$ cat config.mk
export PLATFORM = sky130hd
export DESIGN_NAME = branch_update_scheduler
export DESIGN_NICKNAME = d
export VERILOG_FILES = /design/src/rtl/branch_sched_pkg.sv /design/src/rtl/branch_update_fifo.sv /design/src/rtl/branch_update_scheduler.sv
export SDC_FILE = /design/constraint.sdc
export NUM_CORES = 1
export LEC_CHECK = 0
export BUFFER_PORTS_ARGS = -buffer_cell sky130_fd_sc_hd__buf_2
export CAP_MARGIN = 10
export CORE_MARGIN = 3
export CORE_UTILIZATION = 30
export DETAILED_ROUTE_END_ITERATION = 10
export HOLD_SLACK_MARGIN = 0.03
export PLACE_DENSITY = 0.48
export REMOVE_ABC_BUFFERS = 1
export SYNTH_ARGS = -nofsm -noshare
export SYNTH_HDL_FRONTEND = slang
export SYNTH_SLANG_ARGS = --single-unit
$ cat constraint.sdc
create_clock -name clk -period 6.68 [get_ports clk]
set_input_delay 0.668 -clock clk [delete_from_list [all_inputs] [get_ports clk]]
set_output_delay 0.668 -clock clk [all_outputs]
set_load 0.01 [all_outputs]
$ cat src/rtl/branch_sched_pkg.sv
// branch_sched_pkg: shared types and helpers for the branch update scheduler
package branch_sched_pkg;
  localparam int MAX_DATA_WIDTH = 64;
  typedef enum logic [1:0] {IDLE, ISSUE, COOLDOWN} state_t;
  typedef struct packed {
    logic cond;
    logic taken;
    logic [MAX_DATA_WIDTH-1:0] pc;
    logic [MAX_DATA_WIDTH-1:0] target;
  } entry_t;
  function automatic int cool_w(input int tl);
    return (tl > 2) ? $clog2(tl) : 1;
  endfunction
endpackage

$ cat src/rtl/branch_update_fifo.sv
// branch_update_fifo: synchronous FIFO of resolved-branch entries
module branch_update_fifo
  import branch_sched_pkg::*;
#(
  parameter int DEPTH = 4
) (
  input  logic                     clk,
  input  logic                     rst,
  input  logic                     push,
  input  entry_t                   din,
  input  logic                     pop,
  output entry_t                   dout,
  output logic                     full,
  output logic                     empty,
  output logic [$clog2(DEPTH):0]   count
);
  localparam int AW = $clog2(DEPTH);
  entry_t mem [DEPTH];
  logic [AW-1:0] wptr, rptr;
  logic do_push, do_pop;
  assign full    = count == DEPTH[AW:0];
  assign empty   = count == '0;
  assign do_push = push && !full;
  assign do_pop  = pop && !empty;
  assign dout    = mem[rptr];
  always_ff @(posedge clk) begin
    if (rst) begin
      wptr  <= '0;
      rptr  <= '0;
      count <= '0;
    end else begin
      if (do_push) mem[wptr] <= din;
      wptr  <= wptr + AW'(do_push);
      rptr  <= rptr + AW'(do_pop);
      count <= count + (AW+1)'(do_push) - (AW+1)'(do_pop);
    end
  end
endmodule

$ cat src/rtl/branch_update_scheduler.sv
// branch_update_scheduler: queues resolved branches and issues spaced predictor/BTB update pulses
module branch_update_scheduler
  import branch_sched_pkg::*;
#(
  parameter int DATA_WIDTH    = 32,
  parameter int QUEUE_DEPTH   = 4,
  parameter int TRAIN_LATENCY = 2
) (
  input  logic                           clk,
  input  logic                           rst,
  input  logic                           in_valid,
  output logic                           in_ready,
  input  logic                           in_cond,
  input  logic                           in_taken,
  input  logic [DATA_WIDTH-1:0]          in_pc,
  input  logic [DATA_WIDTH-1:0]          in_target,
  output logic                           update_predictor,
  output logic                           update_btb,
  output logic                           actually_taken,
  output logic [DATA_WIDTH-1:0]          resolved_pc,
  output logic [DATA_WIDTH-1:0]          resolved_pc_target,
  output logic [$clog2(QUEUE_DEPTH):0]   queue_count,
  output logic                           idle
);
  localparam int CW = cool_w(TRAIN_LATENCY);
  entry_t head, din;
  logic full, empty, pop, push;
  state_t state_q, state_d;
  logic [CW-1:0] cool_q, cool_d;
  assign in_ready = !rst && !full;
  // Not-taken non-conditional records are consumed but need no update
  assign push = in_valid && in_ready && (in_cond || in_taken);
  assign din  = '{cond: in_cond, taken: in_taken,
                  pc: MAX_DATA_WIDTH'(in_pc), target: MAX_DATA_WIDTH'(in_target)};
  assign idle = empty && state_q == IDLE;
  branch_update_fifo #(.DEPTH(QUEUE_DEPTH)) u_fifo (
    .clk(clk), .rst(rst), .push(push), .din(din), .pop(pop),
    .dout(head), .full(full), .empty(empty), .count(queue_count)
  );
  always_comb begin
    pop     = 1'b0;
    state_d = state_q;
    cool_d  = cool_q;
    case (state_q)
      IDLE: begin
        pop     = !empty;
        state_d = empty ? IDLE : ISSUE;
      end
      ISSUE: begin
        if (TRAIN_LATENCY == 1) begin
          pop     = !empty;
          state_d = empty ? IDLE : ISSUE;
        end else begin
          cool_d  = CW'(TRAIN_LATENCY - 2);
          state_d = COOLDOWN;
        end
      end
      COOLDOWN: begin
        if (cool_q != '0) cool_d = cool_q - CW'(1);
        else begin
          pop     = !empty;
          state_d = empty ? IDLE : ISSUE;
        end
      end
      default: state_d = IDLE;
    endcase
  end
  always_ff @(posedge clk) begin
    if (rst) begin
      state_q            <= IDLE;
      cool_q             <= '0;
      update_predictor   <= 1'b0;
      update_btb         <= 1'b0;
      actually_taken     <= 1'b0;
      resolved_pc        <= '0;
      resolved_pc_target <= '0;
    end else begin
      state_q          <= state_d;
      cool_q           <= cool_d;
      update_predictor <= pop && head.cond;
      update_btb       <= pop && head.taken;
      if (pop) begin
        actually_taken     <= head.taken;
        resolved_pc        <= DATA_WIDTH'(head.pc);
        resolved_pc_target <= DATA_WIDTH'(head.target);
      end
    end
  end
endmodule

# --- Word level (Yosys, flattened, before mapping) ---
# Memory sizes are Yosys's and may differ from the RTL's. A register that Yosys moved wholly into a read port is not among the register bits.
# Cells that the tools add are included.
classes:
  add_sub_neg: 5
  mul: 0
  div_mod_pow: 0
  n_lt_le_gt_ge: 0
  eq_ne: 4
  shifts: 0
  muxes: 11
  n_bitwise: 0
  n_reduce_logical: 15
ops:
  columns: ["cell", "n"]
  rows:
  - ["$logic_and A1 B1 Y1", 8]
  - ["$mux W1", 6]
  - ["$pmux W2 S3", 1]
  - ["$add A2 B1 Y2", 2]
  - ["$mux W2", 2]
  - ["$pmux W1 S2", 2]
  - ["$add A3 B1 Y3", 1]
  - ["$eq A3 B3 Y1 const B", 1]
  - ["$logic_not A1 Y1", 3]
  - ["$logic_not A3 Y1", 1]
  - ["$sub A3 B1 Y3", 1]
  - ["$eq A2 B1 Y1 const B", 1]
  - ["$eq A2 B2 Y1 const B", 1]
  - ["$logic_not A2 Y1", 1]
  - ["$ne A2 B2 Y1 const B", 1]
  - ["$reduce_bool A2 Y1", 1]
  - ["$logic_or A1 B1 Y1", 1]
  - ["$sub A1 B1 Y1 const B", 1]
totals:
  reg_bits: 77
  latch_bits: 0
  ramBits: 264
  mem_bits_ro: 0
  inputBits: 69
  out_inout_bits: 72
  elab_cells: 46
  memories: 1
mem_list:
  columns: ["memory", "depth", "word_bits", "rd", "rd_clocked_by_memory_dff", "wr", "line_no", "rtl"]
  rows:
  - ["u_fifo.mem", 4, 66, 1, 1, 1, "branch_update_fifo.sv:18", "entry_t mem [DEPTH];"]

# --- Longest topological paths before layout ---
# Gate-level depths: netlist of run 1.
logic_depth:
  ltp_word: 9
  ltp_mapped: 8

# --- By module ---
# From an unflattened synthesis of run 1, not the netlist that was laid out.
hier_totals:
  hier_cells: 1027
  hier_area_um2: 21963.6
by_module_without_submodules:
  columns: ["module", "n_inst", "cells_per_inst", "area_per_inst_um2"]
  rows:
  - ["branch_update_fifo", 1, 718, 19114.6]
  - ["branch_update_scheduler", 1, 309, 2849.0]

# --- Worst setup path after synthesis of run 1 ---
# No wires, ideal clock.
synth_path:
  path_type: "input to register"
  startpoint: "input in_taken"
  endpoint: "memory u_fifo.mem[0][0] (netlist name), enable pin"
  arrival_time_ns: 6.068
  required_ns: 6.094
  slack_ns: 0.027
  path_stages: 3
  path_cell_list: "o21ai_0 -> a211oi_1 -> nor3b_1"
synth_via:
  elab_chain_len: 6
synth_rtl:
  columns: ["element", "line_no", "rtl"]
  rows:
  - ["from (decl)", "branch_update_scheduler.sv:14", "input logic in_taken,"]
  - ["$logic_or A1 B1 Y1", "branch_update_scheduler.sv:32", "assign push = in_valid && in_ready && (in_cond || in_taken);"]
  - ["$logic_and A1 B1 Y1", "branch_update_scheduler.sv:32", null]
  - ["$logic_and A1 B1 Y1", "branch_update_fifo.sv:23", "assign do_push = push && !full;"]
  - ["$mux W1", "branch_update_fifo.sv:32", "if (do_push) mem[wptr] <= din;"]
  - ["$mux W1", "branch_update_fifo.sv:27", "if (rst) begin"]
  - ["$mux W1 (implied by the code)", "branch_update_fifo.sv:32", null]
  - ["to (decl)", "branch_update_fifo.sv:18", null]
# No other way between the ends.

# --- Worst setup path after layout of run 1 ---
layout_path:
  startpoint: "register u_fifo.count[1]"
  endpoint: "memory u_fifo.mem[2][35] (netlist name), enable pin"
layout_via:
  elab_chain_len: 9
layout_rtl:
  columns: ["element", "line_no", "rtl"]
  rows:
  - ["from (decl)", "branch_update_fifo.sv:15", "output logic [$clog2(DEPTH):0] count"]
  - ["from (signal assigned)", "branch_update_fifo.sv:35", "count <= count + (AW+1)'(do_push) - (AW+1)'(do_pop);"]
  - ["$eq A3 B3 Y1 (*)", "branch_update_fifo.sv:21", "assign full = count == DEPTH[AW:0];"]
  - ["$logic_not A1 Y1 (*)", "branch_update_fifo.sv:23, branch_update_scheduler.sv:30", null]
  - ["$logic_and A1 B1 Y1", "branch_update_scheduler.sv:30", "assign in_ready = !rst && !full;"]
  - ["$logic_and A1 B1 Y1 (2 in series)", "branch_update_scheduler.sv:32", null]
  - ["$logic_and A1 B1 Y1 (*)", "branch_update_fifo.sv:23", null]
  - ["$mux W1 (*)", "branch_update_fifo.sv:32", null]
  - ["$mux W1 (*)", "branch_update_fifo.sv:27", null]
  - ["$mux W1 (implied by the code) (*)", "branch_update_fifo.sv:32", null]
# Every way passes the cells marked *; elsewhere a longest branch is shown, timed or not.

==> impl_metrics.py, run 1 <==
metrics = {
    "synth": {
        "ys_warn_count": 0,
        "synth_area_mm2": 0.0120,
        "synth_cells": 541,
        "avgSynthCellArea_um2": 22.2,
        "synth_cell_type_count": 30,
        "netlist.area_leader.share_pct": 66.0,
        "ys_seq_area_share_pct": 78.7,
        "ys_ff_latch": 340,
        "yosys-top-cells-area": "edfxtp_1 (66%), dfxtp_1 (13%), mux4_2 (12%)",
        "yosysTopAreaCell": "edfxtp_1",
    },
    "floorplan": {
        "die_w_um": 206,
        "coreArea_mm2": 0.0391,
        "boundaryPins": 141,
        "die-area_mm2": 0.0425,
        "rows": 72,
        "start_util_pct": 30.7,
        "die_y_um": 206,
    },
    "power": {
        "p_seq_share_pct": 45.2,
        "p_int_uw": 4490,
        "power_leakage_uw": 0.00504,
        "pwr_density_cell_mw_per_mm2": 420,
        "p_switching_uw": 1620,
        "comb_power_share_pct": 19.7,
        "p_total_uw": 6110,
        "peakVddDrop_v": 0.000329,
        "switching_share_pct": 26.6,
        "p_clk_share_pct": 35.0,
    },
    "cells_and_area": {
        "fillers": 3631,
        "nets": 768,
        "layout-drive-gt1-share_pct": 38.7,
        "finalCoreUtilization_pct": 37.1,
        "area_growth_pct": 20.9,
    },
    "timing": {
        "setup_tns_ns": 0,
        "fin_worst_skew_ns": 0.0145,
        "setup_violations": 0,
        "hold_slack_ns": 0.368,
        "setup_ws_ns": 3.78,
        "rsz0062_at_grt": "no",
        "min_period_ns": 2.90,
        "maxSlewViolCount": 0,
        "max_freq_mhz": 345,
        "timing.slew.headroom_pct": 25.5,
        "post-route-period-util_pct": 43.4,
        "tightestPinTransition_ns": 1.12,
        "hold_viol": 0,
    },
    "route": {
        "met2WireLength_mm": 12.2,
        "viasPerCell": 4.66,
        "firstDrtPassIters": 4,
        "vias": 5797,
        "dr_wl_met3_mm": 1.83,
        "drt_iter0_drc": 346,
        "wl_met1_mm": 11.1,
        "antenna_left": 0,
        "drc": 0,
        "top_layer": "met5",
        "wl_mm": 25.8,
        "wl_per_cell_um": 20.7,
    },
    "setup_path": {
        "critPathLaunchType": "register",
        "cp_num_buf_inv": 1,
        "critPathKind": "reg2reg",
        "cpLargestDelayFamily": "simple AND/OR/NAND/NOR gates",
        "crit_chain": "nor2_1 -> a211oi_1 -> and3b_4 -> buf_4",
        "cp_max_fo": 38,
        "endpoint_kind": "register",
        "crit_required_ns": 6.82,
        "rrSetupSlack_ns": 3.78,
        "arrival_ns": 3.04,
        "critPathSlowestCell": "and3b_4",
        "slowest_delay_ns": 0.70,
    },
    "clock_tree": {
        "max-clock-path-buffers": 3,
        "clk_root_buffer_cell": "clkbuf_16",
        "postCtsSetupRepairBufs": 0,
        "postCtsResizedCells": 0,
        "cts_sinks": 340,
        "clock_latency_ns": 0.51,
        "clk_pin_slew_ns": 0.06,
        "cts_buffers": 38,
        "htreeDepth": 2,
        "hold_buffers": 0,
        "tritoncts": "done",
    },
    "place": {
        "dp_slack_ns": 3.36,
        "numPortBuffers": 140,
        "dp_hpwl_mm": 14.5,
        "gp_congestion": 0.690,
    },
    "global_routing": {
        "grt_usage_pct": 12.1,
        "grt_overflow": 0,
        "grt_pass1_vias": 6463,
        "grt_pass1_wl_mm": 39.0,
        "antenna_found_initial": 6,
        "grt_max_degree": 69,
    },
    "run_status": {
        "status": "finished clean",
    },
    "worst_hold_path": {
        "hold_path_class": "in2reg",
    },
    "flow_run": {
        "drv_cap": 0,
    },
}
power by group through the flow:
stage / Sequential [µW] / Clock (µW) / Combinational (µW)
5_1_grt: 2810 / 2280 / 1330
2_1_floorplan: 2880 / 0 / 674
4_1_cts: 2770 / 2190 / 1250
6_report: 2760 / 2140 / 1210
3_3_place_gp: 2810 / 0 / 1210
3_5_place_dp: 2820 / 0 / 1240
Yosys cell counts:
cell type,instances
fa_1,1
buf_6,2
a21oi_1,2
nor2_1,4
buf_8,5
mux4_2,66
nor3_1,3
and3_1,1
inv_1,2
dfxtp_1,76
a22o_1,65
mux2_2,1
a211oi_1,1
xnor2_1,3
and3b_1,2
nand2_1,2
edfxtp_1,264
ha_1,2
nor3_2,1
clkbuf_1,10
buf_2,12
or3_4,1
buf_12,2
nor3b_1,1
o21ai_0,2
nor2b_1,4
a21oi_2,1
and2_1,2
nand3_1,1
or3_1,2
registers in the layout, indices dropped and copies added (netlist names):
register	flops
actually_taken	1
resolved_pc	32
resolved_pc_target	32
state_q	2
u_fifo.count	3
u_fifo.mem	264
u_fifo.rptr	2
u_fifo.wptr	2
update_btb	1
update_predictor	1
logic make-up (layout without fill, tap and decap cells):
group / Yosys count / in the layout / synth area share [%]
AOI/OAI and AO/OA: 71 / 71 / 5.04
xor gates and xnor gates: 3 / 3 / 0.219
adders and majority gates: 3 / 3 / 0.375
buffers and inverters: 33 / 218 / 2.02
DFF: 340 / 340 / 78.7
muxes: 67 / 67 / 12.5
other: 0 / 1 / 0
and+or+nand+nor: 24 / 24 / 1.21
cell type report:
type / instances / area (µm²) / area share (%)
sequential: 340 / 9460 / 65.1
multi-input combinational: 168 / 2350 / 16.2
inverter: 2 / 7.51 / 0.0517
clock inverter: 21 / 226 / 1.56
timing repair buffer: 146 / 746 / 5.13
antenna: 1 / 2.50 / 0.0172
tap: 518 / 648 / 4.46
clock buffer: 49 / 1090 / 7.48
worst paths after layout:
check	from	endpoint	depth (start not counted)
worst min register to register	state_q[1]$_SDFF_PP0_	state_q[1]$_SDFF_PP0_	1
worst max-delay path	u_fifo.count[1]$_SDFF_PP0_	u_fifo.mem[2][35]$_DFFE_PP_	4
worst max register to register	u_fifo.count[1]$_SDFF_PP0_	u_fifo.mem[2][35]$_DFFE_PP_	4
worst min-delay path	in_target[8]	u_fifo.mem[1][8]$_DFFE_PP_	1
cell usage in the layout (no fill, tap or decap), types with 3 or more instances in the layout:
master,synthesis,final
a22o_1,65,65
bufinv_16,0,5
clkbuf_16,0,41
nor3_1,3,3
edfxtp_1,264,264
clkinv_1,0,6
nor2b_1,4,4
xnor2_1,3,3
clkinv_2,0,9
nor2_1,4,4
buf_4,0,6
clkbuf_1,10,5
buf_2,12,140
clkbuf_8,0,3
dfxtp_1,76,74
mux4_2,66,66
layer usage:
layer	global-route usage [%]	vias up
met4	3.52	10
met2	19.8	164
met1	15.6	2992
met3	3.89	59
li1	-	2572
met5	0	-
stage by stage:
stage / cell area [µm²] / instances
floorplan: 11800 / 510
global placement: 13200 / 1174
detailed placement: 13200 / 1174
CTS: 14500 / 1244
global route: 14500 / 1244
finish: 14500 / 1245
No activity file was read; power rests on OpenSTA's default activity.
==> run 2, diff against run 1 <==
PLACE_DENSITY = 0.47   (was 0.48)
clock period = 2.8 ns   (was 6.68 ns; I/O delays follow)
==> run 2 against run 1 <==
Worst setup slack lost 3.3 ns; global-route usage grew 0.62 points; non-clock buffer count rose by 79; highest routed layer unchanged; clock power increased by 100%; cell count grew 5.9%; die area is the same; largest cell class unchanged; total power grew 130%.
==> impl_metrics.py, run 2 (synthesized netlist as in run 1, its figures left out) <==
metrics = {
    "clock_tree": {
        "clk_root_buffer_cell": "clkbuf_16",
        "clock_latency_ns": 0.51,
        "hold_buffers": 66,
        "clk_pin_slew_ns": 0.06,
        "cts_sinks": 340,
        "max-clock-path-buffers": 3,
        "htreeDepth": 2,
        "tritoncts": "done",
        "cts_buffers": 37,
        "postCtsResizedCells": 0,
        "postCtsSetupRepairBufs": 0,
    },
    "worst_hold_path": {
        "min-delay-start": "rst",
        "holdPathStages": 2,
        "hold_end": "u_fifo.wptr[1]$_SDFF_PP0_",
        "hold_path_class": "in2reg",
    },
    "timing": {
        "timing.slew.headroom_pct": 38.0,
        "hold_slack_ns": 0.133,
        "fin_worst_skew_ns": 0.0203,
        "maxSlewViolCount": 0,
        "max_freq_mhz": 439,
        "setup_violations": 0,
        "rsz0062_at_grt": "no",
        "min_period_ns": 2.28,
        "hold_viol": 0,
        "post-route-period-util_pct": 81.4,
        "tightestPinTransition_ns": 0.931,
    },
    "cells_and_area": {
        "layout-drive-gt1-share_pct": 35.8,
        "fillers": 3622,
        "mostFrequentLayoutCell": "edfxtp_1",
        "finalCoreUtilization_pct": 38.9,
        "insertedDiodeCount": 0,
        "top_regs": "u_fifo.mem (264), resolved_pc (32), resolved_pc_target (32)",
        "largest_reg_flops": 264,
        "layout_common_cells": "edfxtp_1 (264), buf_2 (140), dfxtp_1 (74), mux4_2 (66), dlygate4sd3_1 (66)",
        "nets": 846,
        "top_register": "u_fifo.mem",
        "area_growth_pct": 26.6,
    },
    "route": {
        "drt_iter0_drc": 273,
        "viasPerCell": 4.61,
        "wl_per_cell_um": 20.3,
        "firstDrtPassIters": 4,
        "vias": 6075,
        "drc": 0,
        "wl_mm": 26.8,
        "antenna_left": 0,
    },
    "setup_path": {
        "critPathKind": "reg2reg",
        "reg2reg_depth": 8,
        "critPathSlowestCell": "nor3_1",
        "arrival_ns": 2.66,
        "cpLargestDelayFamily": "simple AND/OR/NAND/NOR gates",
        "critPathLaunchType": "register",
        "crit_required_ns": 3.18,
        "rr_endpoint": "u_fifo.count[2]$_SDFF_PP0_",
        "cp_common_cell": "xnor2_1",
        "rr_startpoint": "u_fifo.count[1]$_SDFF_PP0_",
        "crit_chain": "nor3_1 -> or3_1 -> nand2_1 -> ha_1 -> fa_1 -> xnor2_1 -> xnor2_1 -> nor2_1",
        "cp_num_buf_inv": 0,
        "cp_max_fo": 6,
        "slowest_delay_ns": 0.47,
        "endpoint_kind": "register",
        "rrSetupSlack_ns": 0.52,
        "path_depth": 8,
    },
    "floorplan": {
        "boundaryPins": 141,
        "die-area_mm2": 0.0425,
        "die_w_um": 206,
        "start_util_pct": 30.7,
        "coreArea_mm2": 0.0391,
        "die_y_um": 206,
        "rows": 72,
    },
    "place": {
        "dp_hpwl_mm": 15.8,
        "gp_congestion": 0.744,
        "numPortBuffers": 140,
    },
    "flow_run": {
        "drv_cap": 0,
    },
    "global_routing": {
        "grt_pass1_vias": 6641,
        "grt_max_degree": 69,
        "antenna_found_initial": 1,
        "grt_overflow": 0,
        "grt_pass1_wl_mm": 40.7,
        "grt_usage_pct": 12.7,
    },
    "power": {
        "pwr_density_cell_mw_per_mm2": 924,
        "power_leakage_uw": 0.00529,
        "peakVddDrop_v": 0.000580,
    },
    "run_status": {
        "status": "finished clean",
    },
}
run 2: routing by layer:
layer | GRT usage [%] | share of wire [%] | wire length (µm) | vias to the layer above
met3 | 3.17 | 5.9 | 1590 | 46
met5 | 0 | 0.026 | 7 | -
li1 | - | - | - | 2721
met2 | 20.9 | 48 | 13000 | 143
met1 | 16.9 | 44 | 11700 | 3163
met4 | 3.64 | 2.1 | 550 | 2
run 2: cell type report:
| class | count | area (µm²) | share of cell area [%] |
|---|---|---|---|
| sequential | 340 | 9460 | 62.2 |
| multi-input combinational | 168 | 2350 | 15.5 |
| timing repair buffer | 225 | 1650 | 10.9 |
| clock buffer | 52 | 1010 | 6.66 |
| tap | 518 | 648 | 4.26 |
| clock inverter | 13 | 75.1 | 0.494 |
| inverter | 2 | 7.51 | 0.0494 |
run 2: report_power, final:
| part | switching [µW] | total [µW] | leakage (µW) | internal (µW) |
|---|---|---|---|---|
| combinational | 1520 | 3130 | 0.00176 | 1610 |
| sequential | 507 | 6550 | 0.00302 | 6040 |
| clock | 1850 | 4370 | 0.000519 | 2520 |
| total | 3870 | 14100 | 0.00529 | 10200 |
run 2: how the worst max path moves through the flow:
stage	startpoint	to	slack, ns
CTS	u_fifo.count[1]$_SDFF_PP0_	u_fifo.count[2]$_SDFF_PP0_	0.51
floorplan	u_fifo.count[1]$_SDFF_PP0_	u_fifo.mem[0][0]$_DFFE_PP_	-3.67
finish	u_fifo.count[1]$_SDFF_PP0_	u_fifo.count[2]$_SDFF_PP0_	0.52
global placement	u_fifo.count[1]$_SDFF_PP0_	u_fifo.count[2]$_SDFF_PP0_	0.59
detailed placement	u_fifo.count[1]$_SDFF_PP0_	u_fifo.count[2]$_SDFF_PP0_	0.53
global route	u_fifo.count[1]$_SDFF_PP0_	u_fifo.count[2]$_SDFF_PP0_	0.29
run 2: through the flow:
stage / setup WS [ns] / setup TNS (ns) / std cells / cell area (µm²) / total power [µW]
floorplan: -3.67 / -365.39 / 510 / 11800 / 8490
global placement: 0.587 / 0 / 1187 / 13500 / 9760
detailed placement: 0.535 / 0 / 1187 / 13500 / 9820
CTS: 0.508 / 0 / 1318 / 15200 / 14300
global route: 0.293 / 0 / 1318 / 15200 / 14800
finish: 0.520 / 0 / 1318 / 15200 / 14100
==> run 3, diff against run 2 <==
PLACE_DENSITY = 0.48   (was 0.47)
clock period = 1.9 ns   (was 2.8 ns; I/O delays follow)
==> run 3 against run 2 <==
Sequential share of layout area shrank 2.1 points; register-to-register slack lost 0.45 ns; clock power increased by 57%; worst hold slack got worse by 0.0096 ns; first-iteration DRC count is 27% higher; clock skew rose by 0.0021 ns; final area rose by 3.6%; count of clock-buffer cells in the layout down 1; largest power group unchanged; non-clock buffer count rose by 26; routed wire length is 0.80% lower; combinational power is 65% higher; via count up 1.2%.
==> impl_metrics.py, run 3 (synthesized netlist as in run 1, its figures left out) <==
metrics = {
    "run_status": {
        "status": "finished clean",
    },
    "cells_and_area": {
        "seq_area_mm2": 0.00946,
        "fillers": 3560,
        "layout-drive-gt1-share_pct": 39.7,
        "layout_common_cells": "edfxtp_1 (264), buf_2 (140), dfxtp_1 (71), mux4_2 (66), dlygate4sd3_1 (66)",
        "largest_reg_flops": 264,
        "top_register": "u_fifo.mem",
        "top_regs": "u_fifo.mem (264), resolved_pc (32), resolved_pc_target (32)",
        "area_growth_pct": 31.1,
        "nets": 872,
        "multi_input_comb_area_mm2": 0.00241,
        "stdcell_area_mm2": 0.0158,
        "insertedDiodeCount": 0,
        "mostFrequentLayoutCell": "edfxtp_1",
    },
    "route": {
        "wl_mm": 26.6,
        "viasPerCell": 4.56,
        "dr_wl_met3_mm": 1.46,
        "wl_met1_mm": 11.8,
        "met2WireLength_mm": 12.9,
        "antenna_left": 0,
        "wl_per_cell_um": 19.7,
        "drc": 0,
        "top_layer": "met5",
        "vias": 6148,
        "firstDrtPassIters": 4,
        "drt_iter0_drc": 347,
    },
    "timing": {
        "fin_worst_skew_ns": 0.0224,
        "post-route-period-util_pct": 99.9,
        "setup_violations": 0,
        "timing.slew.headroom_pct": 64.5,
        "hold_viol": 0,
        "rsz0062_at_grt": "yes",
        "min_period_ns": 1.90,
        "tightestPinTransition_ns": 0.533,
        "max_freq_mhz": 527,
        "hold_slack_ns": 0.123,
        "maxSlewViolCount": 0,
    },
    "place": {
        "gp_congestion": 0.694,
        "dp_hpwl_mm": 16.1,
        "numPortBuffers": 140,
        "place_area_mm2": 0.0137,
    },
    "setup_path": {
        "arrival_ns": 1.71,
        "cp_max_fo": 5,
        "endpoint_kind": "output pin",
        "critPathLaunchType": "register",
        "critPathKind": "reg2out",
        "crit_required_ns": 1.71,
    },
    "clock_tree": {
        "clk_pin_slew_ns": 0.06,
        "clock_latency_ns": 0.51,
        "max-clock-path-buffers": 3,
        "cts_sinks": 340,
        "cts_buffers": 37,
        "clk_root_buffer_cell": "clkbuf_16",
        "htreeDepth": 2,
        "tritoncts": "done",
    },
    "global_routing": {
        "grt_pass1_wl_mm": 40.1,
        "grt_overflow": 0,
        "antenna_found_initial": 1,
        "grt_max_degree": 37,
        "grt_pass1_vias": 6686,
        "grt_usage_pct": 12.5,
    },
    "floorplan": {
        "die_y_um": 206,
        "die_w_um": 206,
        "boundaryPins": 141,
        "coreArea_mm2": 0.0391,
        "die-area_mm2": 0.0425,
        "start_util_pct": 30.7,
        "rows": 72,
    },
    "power": {
        "peakVddDrop_v": 0.000672,
        "pwr_density_cell_mw_per_mm2": 1370,
        "power_leakage_uw": 0.00555,
    },
    "flow_run": {
        "drv_cap": 0,
    },
    "worst_hold_path": {
        "hold_path_class": "in2reg",
    },
}
==> run 3: changes by cell type in the layout (fill, tap and decap cells not counted), sizes merged <==
cell	delta
inv	+1
bufinv	+1
clkinv	+3
buf	+26
clkinvlp	-1
clkbuf	-1
==> run 3: power breakdown <==
group	total, µW	internal (µW)	switching [µW]
Combinational	5180	2680	2500
Clock	6870	4090	2780
Sequential	9500	8910	589
Total	21600	15700	5870
==> run 3: critical path, cell delays in order (launching register included) <==
cell     delay (ns)
dfxtp_4        0.38
buf_6          0.12
or3_4          0.40
nor3_4         0.14
buf_2          0.16
==> run 3: layer usage <==
| metal | GRT usage, % | vias to the layer above |
|---|---|---|
| li1 | - | 2788 |
| met1 | 16.9 | 3165 |
| met2 | 20.8 | 152 |
| met3 | 2.60 | 41 |
| met4 | 2.96 | 2 |
| met5 | 0 | - |
==> run 3: cell type report <==
cell class | count | share of cell area (%)
flip-flops and latches | 340 | 60.1
well taps | 518 | 4.11
repair buffers | 251 | 12.9
multi-input cells | 168 | 15.3
clock inverters | 17 | 0.763
clock buffers | 51 | 6.80
inverters | 2 | 0.0477
==> run 3: what timing repair did <==
item / in CTS / in global routing
resized for setup: 6 / 13
endpoints found under the setup margin: 267 / 170
setup buffers: 4 / 2
hold endpoints to repair: 264 / 0
pin swaps: 1 / 1
gates cloned: 2 / 0
hold buffers: 66 / 0
==> run 3: stage by stage <==
stage	power [µW]	worst slack [ns]	setup TNS, ns	utilization (%)	std cells
after floorplan	12300	-4.57	-666.03	-	510
after global placement	14600	-0.160	-24.93	35.1	1205
after detailed placement	14700	-0.284	-56.64	35.1	1205
after CTS	21800	-0.0197	-0.421	40.1	1345
after global routing	22700	-0.0508	-0.194	40.3	1347
final	21600	0.00221	0	40.3	1347
==> run 3: worst paths after layout <==
| check | startpoint | end | slack [ns] | cells after the start |
|---|---|---|---|---|
| max reg2reg | u_fifo.count[0]$_SDFF_PP0_ | u_fifo.mem[2][9]$_DFFE_PP_ | 0.07 | 7 |
| max | u_fifo.count[0]$_SDFF_PP0_ | idle | 0.002 | 4 |
| min | rst | u_fifo.rptr[0]$_SDFF_PP0_ | 0.12 | 3 |
| min reg2reg | resolved_pc_target[15]$_SDFFE_PP0P_ | resolved_pc_target[15]$_SDFFE_PP0P_ | 0.47 | 1 |
